$ cat config.mk
export PLATFORM = sky130hd
export DESIGN_NAME = key_event_ctrl
export DESIGN_NICKNAME = d
export VERILOG_FILES = /design/src/rtl/key_pkg.sv /design/src/rtl/key_channel.sv /design/src/rtl/key_event_ctrl.sv
export SDC_FILE = /design/constraint.sdc
export NUM_CORES = 1
export LEC_CHECK = 0
export CAP_MARGIN = 0
export CELL_PAD_IN_SITES_DETAIL_PLACEMENT = 1
export CELL_PAD_IN_SITES_GLOBAL_PLACEMENT = 2
export CORE_ASPECT_RATIO = 0.75
export CORE_MARGIN = 2
export CORE_UTILIZATION = 40
export CTS_CLUSTER_SIZE = 8
export DETAILED_ROUTE_END_ITERATION = 7
export PLACE_DENSITY = 0.86
export SLEW_MARGIN = 20
export SYNTH_ARGS = -nofsm -noshare
export SYNTH_HDL_FRONTEND = slang
export SYNTH_HIERARCHICAL = 1
export SYNTH_SLANG_ARGS = --single-unit
export TNS_END_PERCENT = 50
$ cat constraint.sdc
create_clock -name clk -period 3.4 [get_ports clk]
set_clock_uncertainty 0.2 [all_clocks]
set_input_delay 0.85 -clock clk [delete_from_list [all_inputs] [get_ports clk]]
set_output_delay 0.85 -clock clk [all_outputs]
set_load 0.02 [all_outputs]
$ cat src/rtl/key_pkg.sv
// Shared event codes, channel state encoding and sizing helper for the key event controller.
package key_pkg;

  typedef logic [2:0] evt_code_t;

  localparam evt_code_t EVT_PRESS   = 3'd0;
  localparam evt_code_t EVT_LONG    = 3'd1;
  localparam evt_code_t EVT_CLICK   = 3'd2;
  localparam evt_code_t EVT_RELEASE = 3'd3;
  localparam evt_code_t EVT_REPEAT  = 3'd4;

  typedef enum logic [2:0] {
    IDLE      = 3'd0,
    DB_PRESS  = 3'd1,
    PRESSED   = 3'd2,
    HELD_LONG = 3'd3,
    DB_REL    = 3'd4
  } ch_state_e;

  // Key index width, never narrower than one bit.
  function automatic int unsigned kidx_w(input int unsigned n);
    return (n > 1) ? $clog2(n) : 1;
  endfunction

endpackage

$ cat src/rtl/key_channel.sv
// One key: 2-flop synchroniser, press/release debounce FSM, long-press timer and pending event slot.
// With KEY_REPEAT_EN defined, a held long press also emits periodic REPEAT events.
module key_channel
  import key_pkg::*;
#(
  parameter int unsigned DEBOUNCE_CYC = 30,
  parameter int unsigned LONG_CYC     = 1500,
  parameter int unsigned CNT_W        = 16,
  parameter int unsigned REPEAT_CYC   = 200
) (
  input  logic      clk_i,
  input  logic      rst_i,
  input  logic      key_n_i,
  input  logic      grant_i,
  output logic      pressed_o,
  output logic      long_o,
  output logic      pend_o,
  output evt_code_t code_o,
  output logic      drop_o
);

  localparam logic [2:0] StIdle     = IDLE;
  localparam logic [2:0] StDbPress  = DB_PRESS;
  localparam logic [2:0] StPressed  = PRESSED;
  localparam logic [2:0] StHeldLong = HELD_LONG;
  localparam logic [2:0] StDbRel    = DB_REL;

  localparam logic [CNT_W-1:0] DbLast   = CNT_W'(DEBOUNCE_CYC - 1);
  localparam logic [CNT_W-1:0] LongLast = CNT_W'(LONG_CYC - DEBOUNCE_CYC - 1);
  localparam logic [CNT_W-1:0] CntMax   = '1;

  logic [1:0]       sync_q;
  logic             s;
  logic [2:0]       state_q, state_d;
  logic [CNT_W-1:0] cnt_q, cnt_d, cnt_inc;
  logic             was_long_q, was_long_d;
  logic             pressed_q, pressed_d;
  logic             long_q, long_d;
  logic             pend_q, pend_d;
  evt_code_t        code_q, code_d;
  logic             fsm_raise;
  evt_code_t        fsm_code;
  logic             rep_fire;
  logic             evt_raise;
  evt_code_t        evt_code;

  assign s       = sync_q[1];
  assign cnt_inc = (cnt_q == CntMax) ? cnt_q : cnt_q + 1'b1;

  always_comb begin
    state_d    = state_q;
    cnt_d      = cnt_q;
    was_long_d = was_long_q;
    pressed_d  = pressed_q;
    long_d     = long_q;
    fsm_raise  = 1'b0;
    fsm_code   = EVT_PRESS;
    case (state_q)
      StIdle: begin
        if (!s) begin
          state_d = StDbPress;
          cnt_d   = '0;
        end
      end
      StDbPress: begin
        if (s) begin
          state_d = StIdle;
        end else if (cnt_q == DbLast) begin
          state_d   = StPressed;
          pressed_d = 1'b1;
          fsm_raise = 1'b1;
          fsm_code  = EVT_PRESS;
          cnt_d     = '0;
        end else begin
          cnt_d = cnt_inc;
        end
      end
      StPressed: begin
        // A release sample wins over the long-press deadline in the same cycle.
        if (s) begin
          state_d    = StDbRel;
          cnt_d      = '0;
          was_long_d = 1'b0;
        end else if (cnt_q == LongLast) begin
          state_d   = StHeldLong;
          long_d    = 1'b1;
          fsm_raise = 1'b1;
          fsm_code  = EVT_LONG;
          cnt_d     = '0;
        end else begin
          cnt_d = cnt_inc;
        end
      end
      StHeldLong: begin
        if (s) begin
          state_d    = StDbRel;
          cnt_d      = '0;
          was_long_d = 1'b1;
        end
      end
      StDbRel: begin
        if (!s) begin
          state_d = was_long_q ? StHeldLong : StPressed;
          cnt_d   = '0;
        end else if (cnt_q == DbLast) begin
          state_d   = StIdle;
          pressed_d = 1'b0;
          long_d    = 1'b0;
          fsm_raise = 1'b1;
          fsm_code  = was_long_q ? EVT_RELEASE : EVT_CLICK;
          cnt_d     = '0;
        end else begin
          cnt_d = cnt_inc;
        end
      end
      default: state_d = StIdle;
    endcase
  end

`ifdef KEY_REPEAT_EN
  localparam logic [CNT_W-1:0] RepLast = CNT_W'(REPEAT_CYC - 1);

  logic [CNT_W-1:0] rep_q, rep_d;

  // Held at zero outside HELD_LONG, so both entry and a bounce return restart the period.
  always_comb begin
    rep_d    = rep_q;
    rep_fire = 1'b0;
    if (state_q != StHeldLong || s) begin
      rep_d = '0;
    end else if (rep_q == RepLast) begin
      rep_fire = 1'b1;
      rep_d    = '0;
    end else begin
      rep_d = rep_q + 1'b1;
    end
  end

  always_ff @(posedge clk_i) begin
    if (rst_i) rep_q <= '0;
    else       rep_q <= rep_d;
  end
`else
  logic unused_repeat_cyc;
  assign unused_repeat_cyc = ^REPEAT_CYC;
  assign rep_fire          = 1'b0;
`endif

  assign evt_raise = fsm_raise | rep_fire;
  assign evt_code  = rep_fire ? EVT_REPEAT : fsm_code;

  // An occupied slot drops the new event even if it is being drained this cycle.
  always_comb begin
    pend_d = pend_q & ~grant_i;
    code_d = code_q;
    drop_o = evt_raise & pend_q;
    if (evt_raise && !pend_q) begin
      pend_d = 1'b1;
      code_d = evt_code;
    end
  end

  always_ff @(posedge clk_i) begin
    if (rst_i) begin
      sync_q     <= 2'b11;
      state_q    <= StIdle;
      cnt_q      <= '0;
      was_long_q <= 1'b0;
      pressed_q  <= 1'b0;
      long_q     <= 1'b0;
      pend_q     <= 1'b0;
      code_q     <= EVT_PRESS;
    end else begin
      sync_q     <= {sync_q[0], key_n_i};
      state_q    <= state_d;
      cnt_q      <= cnt_d;
      was_long_q <= was_long_d;
      pressed_q  <= pressed_d;
      long_q     <= long_d;
      pend_q     <= pend_d;
      code_q     <= code_d;
    end
  end

  assign pressed_o = pressed_q;
  assign long_o    = long_q;
  assign pend_o    = pend_q;
  assign code_o    = code_q;

endmodule

$ cat src/rtl/key_event_ctrl.sv
// Key event controller: per-key channels, lowest-index arbiter, event FIFO and sticky overflow.
// Define KEY_REPEAT_EN to add REPEAT events during a held long press.
module key_event_ctrl
  import key_pkg::*;
#(
  parameter int unsigned N_KEYS       = 5,
  parameter int unsigned DEBOUNCE_CYC = 30,
  parameter int unsigned LONG_CYC     = 1500,
  parameter int unsigned CNT_W        = 16,
  parameter int unsigned FIFO_DEPTH   = 4,
  parameter int unsigned REPEAT_CYC   = 200,
  localparam int unsigned KIDX_W      = kidx_w(N_KEYS)
) (
  input  logic              clk,
  input  logic              rst,
  input  logic [N_KEYS-1:0] key_n,
  output logic [N_KEYS-1:0] key_pressed,
  output logic [N_KEYS-1:0] key_long,
  output logic              evt_valid,
  input  logic              evt_ready,
  output logic [KIDX_W+2:0] evt_data,
  output logic              evt_overflow,
  input  logic              ovf_clr
);

  localparam int unsigned PTR_W = $clog2(FIFO_DEPTH);
  localparam int unsigned EVT_W = KIDX_W + 3;

  logic [N_KEYS-1:0] pend, drop, grant, sel_oh;
  evt_code_t         codes [N_KEYS];
  logic              sel_valid;
  logic [KIDX_W-1:0] sel_idx;
  evt_code_t         sel_code;

  for (genvar g = 0; g < N_KEYS; g++) begin : g_ch
    key_channel #(
      .DEBOUNCE_CYC(DEBOUNCE_CYC),
      .LONG_CYC    (LONG_CYC),
      .CNT_W       (CNT_W),
      .REPEAT_CYC  (REPEAT_CYC)
    ) u_ch (
      .clk_i    (clk),
      .rst_i    (rst),
      .key_n_i  (key_n[g]),
      .grant_i  (grant[g]),
      .pressed_o(key_pressed[g]),
      .long_o   (key_long[g]),
      .pend_o   (pend[g]),
      .code_o   (codes[g]),
      .drop_o   (drop[g])
    );
  end

  // Scan from the top so the lowest pending index is the one left selected.
  always_comb begin
    sel_valid = 1'b0;
    sel_idx   = '0;
    sel_code  = EVT_PRESS;
    sel_oh    = '0;
    for (int i = int'(N_KEYS) - 1; i >= 0; i--) begin
      if (pend[i]) begin
        sel_valid = 1'b1;
        sel_idx   = KIDX_W'(i);
        sel_code  = codes[i];
        sel_oh    = '0;
        sel_oh[i] = 1'b1;
      end
    end
  end

  logic [PTR_W-1:0] wr_ptr_q, rd_ptr_q;
  logic [PTR_W:0]   count_q;
  logic [EVT_W-1:0] mem_q [FIFO_DEPTH];
  logic             full, push, pop;

  // Fullness is judged before any same-cycle pop.
  assign full      = (count_q == (PTR_W + 1)'(FIFO_DEPTH));
  assign push      = sel_valid & ~full;
  assign evt_valid = (count_q != '0);
  assign pop       = evt_valid & evt_ready;
  assign grant     = push ? sel_oh : '0;
  assign evt_data  = evt_valid ? mem_q[rd_ptr_q] : '0;

  always_ff @(posedge clk) begin
    if (push) mem_q[wr_ptr_q] <= {sel_code, sel_idx};
  end

  always_ff @(posedge clk) begin
    if (rst) begin
      wr_ptr_q <= '0;
      rd_ptr_q <= '0;
      count_q  <= '0;
    end else begin
      if (push) wr_ptr_q <= wr_ptr_q + 1'b1;
      if (pop)  rd_ptr_q <= rd_ptr_q + 1'b1;
      case ({push, pop})
        2'b10:   count_q <= count_q + 1'b1;
        2'b01:   count_q <= count_q - 1'b1;
        default: count_q <= count_q;
      endcase
    end
  end

  logic ovf_q;

  always_ff @(posedge clk) begin
    if (rst)          ovf_q <= 1'b0;
    else if (|drop)   ovf_q <= 1'b1;
    else if (ovf_clr) ovf_q <= 1'b0;
  end

  assign evt_overflow = ovf_q;

endmodule

; ---- Word-level counts from Yosys, hierarchy flattened
; Memories as Yosys holds them, arrays and structs flattened. A register that Yosys moved wholly into a read port is not among the register bits.
; Index checks and enable logic that the tools add are counted.
[word_totals]
reg_bits = 148
out_inout_bits = 18
inputBits = 9
mem_count = 1
mem_bits_rw = 24
[memory_table]
columns = memory, depth, width, read_ports, rd_ports_with_merged_regs, wr, line_no
row1 = mem_q, 4, 6, 1, 1, 1, key_event_ctrl.sv:73  ; logic [EVT_W-1:0] mem_q [FIFO_DEPTH];
[op_classes]
n_mux = 239
n_addsub = 9
n_reduce_logical = 64
n_eq_ne = 98
n_bitwise = 18
[ops]
columns = operator, n
row1 = 16-bit 2-to-1 mux, 40
row2 = 16-bit case mux with 5 select lines, 5
row3 = 3-bit 2-to-1 mux, 65
row4 = 1-bit 2-to-1 mux, 89
row5 = "16-bit by 1-bit adder with 16-bit output, second input constant", 5
row6 = "16-bit by 11-bit == test with 1-bit output, second input constant", 5
row7 = "16-bit == test, second input constant", 5
row8 = "16-bit by 5-bit == test with 1-bit output, second input constant", 5
row9 = 3-bit case mux with 5 select lines, 5
row10 = 5-bit AND reduction, 15
row11 = "2-bit by 1-bit inequality test with 1-bit output, second input constant", 30
row12 = 3-bit case mux with 2 select lines, 6
row13 = 2-bit nonzero test, 17
row14 = "3-bit by 2-bit == test with 1-bit output, second input constant", 10
row15 = 5-bit 2-to-1 mux, 6
row16 = "2-bit inequality test, second input constant", 15
row17 = "3-bit by 1-bit inequality test with 1-bit output, second input constant", 10
row18 = 1-bit case mux with 2 select lines, 15
row19 = 5-bit nonzero test, 5
row20 = 4-bit AND reduction, 5
row21 = "3-bit == test, second input constant", 6
row22 = "3-bit by 1-bit == test with 1-bit output, second input constant", 5
row23 = 3-bit logical NOT, 5
row24 = "3-bit inequality test, second input constant", 5
row25 = other kinds (15), 49

; ---- Logic depth before layout (Yosys ltp)
[logic_depth]
word_depth = 10
mapped_depth = 10
depth_no_buf = 9

; ---- Hierarchy
; Netlist, hierarchy kept.
[by_module_without_submodules]
columns = module, cells_each, area_each_um2, instances
row1 = key_channel at g_ch[0].u_ch ..., 194, 1692.9, 4
row2 = key_event_ctrl, 124, 1637.8, 1
row3 = key_channel at g_ch[4].u_ch, 191, 1589.0, 1

; ---- Worst setup path after synthesis
; OpenSTA, ideal clock, no wires.
[synth_timing]
path_kind = register to register
start = register g_ch[1].u_ch.pend_q
end = register count_q[2]
synth_period_minus_slack_ns = 2.408
t_required_ns = 3.130
path_stages_with_launch = 11
setup_slack_ns = 0.992
arrival_time_ns = 2.137
setup_ns = 0.070
path_cell_list = dfxtp_1 -> buf_6 -> nor4_4 -> a21oi_2 -> inv_1 -> ha_1 -> inv_1 -> fa_1 -> xor2_1 -> or3_1 -> a21oi_1
[synth_between]
elab_chain_cells = 5
elab_cells_between_ends = 7
classes_between = 2 x eq/ne / 3 x mux / 1 x bitwise / 1 x reduce/logical
[synth_rtl]
columns = item, line_no
row1 = from (decl), key_channel.sv:39  ; logic pend_q, pend_d;
row2 = from (signal assigned), key_channel.sv:180  ; pend_q <= pend_d;
row3 = 1-bit 2-to-1 mux (*) (2 in series), key_event_ctrl.sv:61  ; if (pend[i]) begin
row4 = 1-bit AND (*), key_event_ctrl.sv:78  ; assign push = sel_valid & ~full;
row5 = 2-bit by 1-bit == test with 1-bit output or 2-bit == test (tied branches), key_event_ctrl.sv:96  ; case ({push, pop})
row6 = 3-bit case mux with 2 select lines or 2-bit nonzero test (tied branches), --
row7 = to (signal assigned), key_event_ctrl.sv:97  ; 2'b10: count_q <= count_q + 1'b1;
row8 = to (signal assigned), key_event_ctrl.sv:98  ; 2'b01: count_q <= count_q - 1'b1;
row9 = to (signal assigned), key_event_ctrl.sv:99  ; default: count_q <= count_q;
row10 = to (decl), key_event_ctrl.sv:72  ; logic [PTR_W:0] count_q;
; Mark *: on every way between the ends. The rest lies on a longest branch, timed or not.
; A chain may end at the register's enable or synchronous reset.

==> flow_summary.toml <==
[sta]
finalHoldViolCount = 0
rsz0062_at_grt = "false"
maxSlewHeadroom = 0.511
clock.fmax_mhz = 305
slew_viol_final = 0
setup_tns_ps = 0
setup_viol = 0
worst_pin_slew_ps = 728
fin_crit_sh = 0.965
layout_min_cycle_time_ps = 3280

[detailed_routing]
first_iter_violations = 413
ant_nets = 0
vias = 8477
first_pass_iters = 5
drt-total-wl_um = 25800
route.detailed.drc = 0
viasPerCell = 5.92
wire_per_inst_um = 18.0

[clocking]
holdBufCountCts = 0
post-cts-setup-buffers = 0
cts_made_buffers = 17
clock_latency_ps = 440
cts_resized = 0
htree_num_levels = 4
cts.sink_count = 169
cts_tree = "built"
clk_pin_slew_worst_paths_ps = 60
cts_buffer_depth = 2
cts_root_buffer = "clkbuf_16"

[yosys]
synth.distinct_cells = 85
synth_area_leaders = "dfxtp_1, edfxtp_1, a21oi_1, nor2_1, nor4_4"
synth-seq-area-share = 0.362
yosysWarnings = 6
synth_edf_count = 24
synthTopCellsByCount = "dfxtp_1, nor2_1, a21oi_1, nand2_1, nand3_1"
synth.most_common_cell = "dfxtp_1"
netlist_area_um2 = 10000
async_flop_share = 0
netlist_instances = 1091
syn_nets = 1116
synth_top_area_share = 0.290
synthFlopType = "dfxtp_1"
avgSynthCellArea_um2 = 9.16
yosys_register_bits = 169
yosysTopAreaCell = "dfxtp_1"

[worst_setup_path]
crit_buf_inv = 1
cp-end-kind = "output port"
start_kind = "flop"
rrSetupSlack_ps = 630
crit_required_ps = 2350
critPathMaxFanout = 6
cp.arrival_ps = 2230
cpMaxStageDelayCell = "dfxtp_1"
cpLargestDelayFamily = "flip-flops"
cp_slowest_stage_delay_ps = 560
criticalPathCategory = "flop to output port"
cp_cell_sequence = "mux4_2, nor2b_1, clkdlybuf4s50_1"

[cells_and_area]
syn_to_final_growth_pct = 9.99
n_antenna_cell = 0
final_cells = 1432
nets = 1106
stdcell_area_um2 = 11000
post-route-util = 0.444
drive_above_1_share = 0.140

[pwr]
leakagePower_nw = 3.38
irDropWorstVdd_v = 0.000347
finalPower_w = 0.00428
power_density_nw_per_um2 = 390

[place]
numPortBuffers = 26
gp_congestion = 0.863
hpwl_um = 18700
place_inst = 1400
post_dp_cell_area_um2 = 10400

[die]
fp.coreArea_um2 = 24800
die-height_um = 141
dieArea_um2 = 26300
start_util = 0.404
rows = 50
die_w_um = 187
io_pins = 27

[global_route]
grt_pass1_vias = 8279
gr-usage-all-layers = 0.202
overflow = 0
grt_max_degree = 49
antenna_found_initial = 0
grt_pass1_wl_um = 43700

[min_path]
hold_class = "flop to flop"

[flow_run]
cap_violations = 0

[status]
status = "finished clean"
-- worst reg2reg max path, stage by stage, from the launching register on --
cell     delay [ps]
dfxtp_1         440
nor3b_2         480
a21oi_2         170
inv_1           110
ha_1            210
inv_1            70
fa_1            380
xor2_1          170
or3_1           320
a21oi_1         150
-- cell families after synthesis --
logic type      count (synthesis)  synth area share
compound gates                261             0.183
xor+xnor                       14            0.0123
fa+ha+maj                      16            0.0208
buf+inv                        95            0.0509
flops                         169             0.362
mux                            18            0.0260
other cells                     5           0.00188
simple gates                  513             0.343
-- layer usage --
| layer | wire (um) | vias up | GRT usage | share of wire |
|---|---|---|---|---|
| met5 | 0 | - | 0 | 0 |
| met4 | 238 | 0 | 0.0489 | 0.0092 |
| met3 | 969 | 19 | 0.0406 | 0.038 |
| met2 | 11100 | 123 | 0.302 | 0.43 |
| met1 | 13500 | 4214 | 0.297 | 0.52 |
| li1 | - | 4121 | - | - |
-- placed cells by master (no fill, tap or decap), types with 10 or more instances in the layout --
cell type        instances
or2_2                   14
nand4_1                 27
nor4b_2                 10
nand3_1                 54
dfxtp_1                145
mux2i_1                 11
nor2_1                  85
and4_1                  12
or4_1                   17
xnor2_1                 10
inv_1                   28
nand2_1                 68
and3_1                  17
buf_4                   13
nor3_1                  33
and2_1                  15
o21ai_0                 32
ha_1                    15
o31ai_1                 26
nand2b_1                16
nor4_4                  15
clkdlybuf4s50_1         25
edfxtp_1                24
nor3b_1                 12
a211oi_1                17
nor2b_1                 14
clkbuf_16               18
a21oi_1                 73
or3_1                   23
a31oi_1                 17
-- path summary, 6_finish.rpt --
| check | to | cells past startpoint | from |
|---|---|---|---|
| worst max register to register | count_q[2]$_SDFFE_PP0P_ | 9 | count_q[2]$_SDFFE_PP0P_ |
| worst min register to register | g_ch[2].u_ch/sync_q[1]$_SDFF_PP1_ | 1 | g_ch[2].u_ch/sync_q[0]$_SDFF_PP1_ |
| worst min-delay path | g_ch[2].u_ch/sync_q[1]$_SDFF_PP1_ | 1 | g_ch[2].u_ch/sync_q[0]$_SDFF_PP1_ |
| worst max-delay path | evt_data[1] | 3 | flop |
-- power breakdown --
part / switching (W) / total, W / leakage, nW / internal (W)
sequential: 0.0000220 / 0.00205 / 1.38 / 0.00203
clock: 0.000880 / 0.00210 / 0.309 / 0.00122
combinational: 0.0000827 / 0.000134 / 1.68 / 0.0000515
total: 0.000985 / 0.00428 / 3.38 / 0.00330
-- state kept, by name (all words and copies together) (netlist names), named ones only --
register,cells
g_ch.u_ch/long_o,5
rd_ptr_q,2
g_ch.u_ch/cnt_q,80
g_ch.u_ch/pressed_o,5
g_ch.u_ch/code_o,10
count_q,3
g_ch.u_ch/was_long_q,5
g_ch.u_ch/pend_o,5
g_ch.u_ch/state_q,15
g_ch.u_ch/sync_q,10
evt_overflow,1
wr_ptr_q,2
mem_q,24
-- cell type report --
cell class	instances	area (um^2)
well taps	338	423
repair buffers	38	348
clock buffers	18	450
clock inverters	14	181
inverters	28	105
fillers	2854	13800
flip-flops and latches	169	3620
multi-input cells	827	5870
-- stage by stage --
| stage | worst slack (ps) | hold slack, ps |
|---|---|---|
| final | 119 | 207 |
| after global routing | 13.8 | 228 |
| after CTS | 65.8 | 212 |
| after detailed placement | 288 | 197 |
| after global placement | 416 | 191 |
| after floorplan | 992 | 189 |
Power figures use the tool's default switching activity.
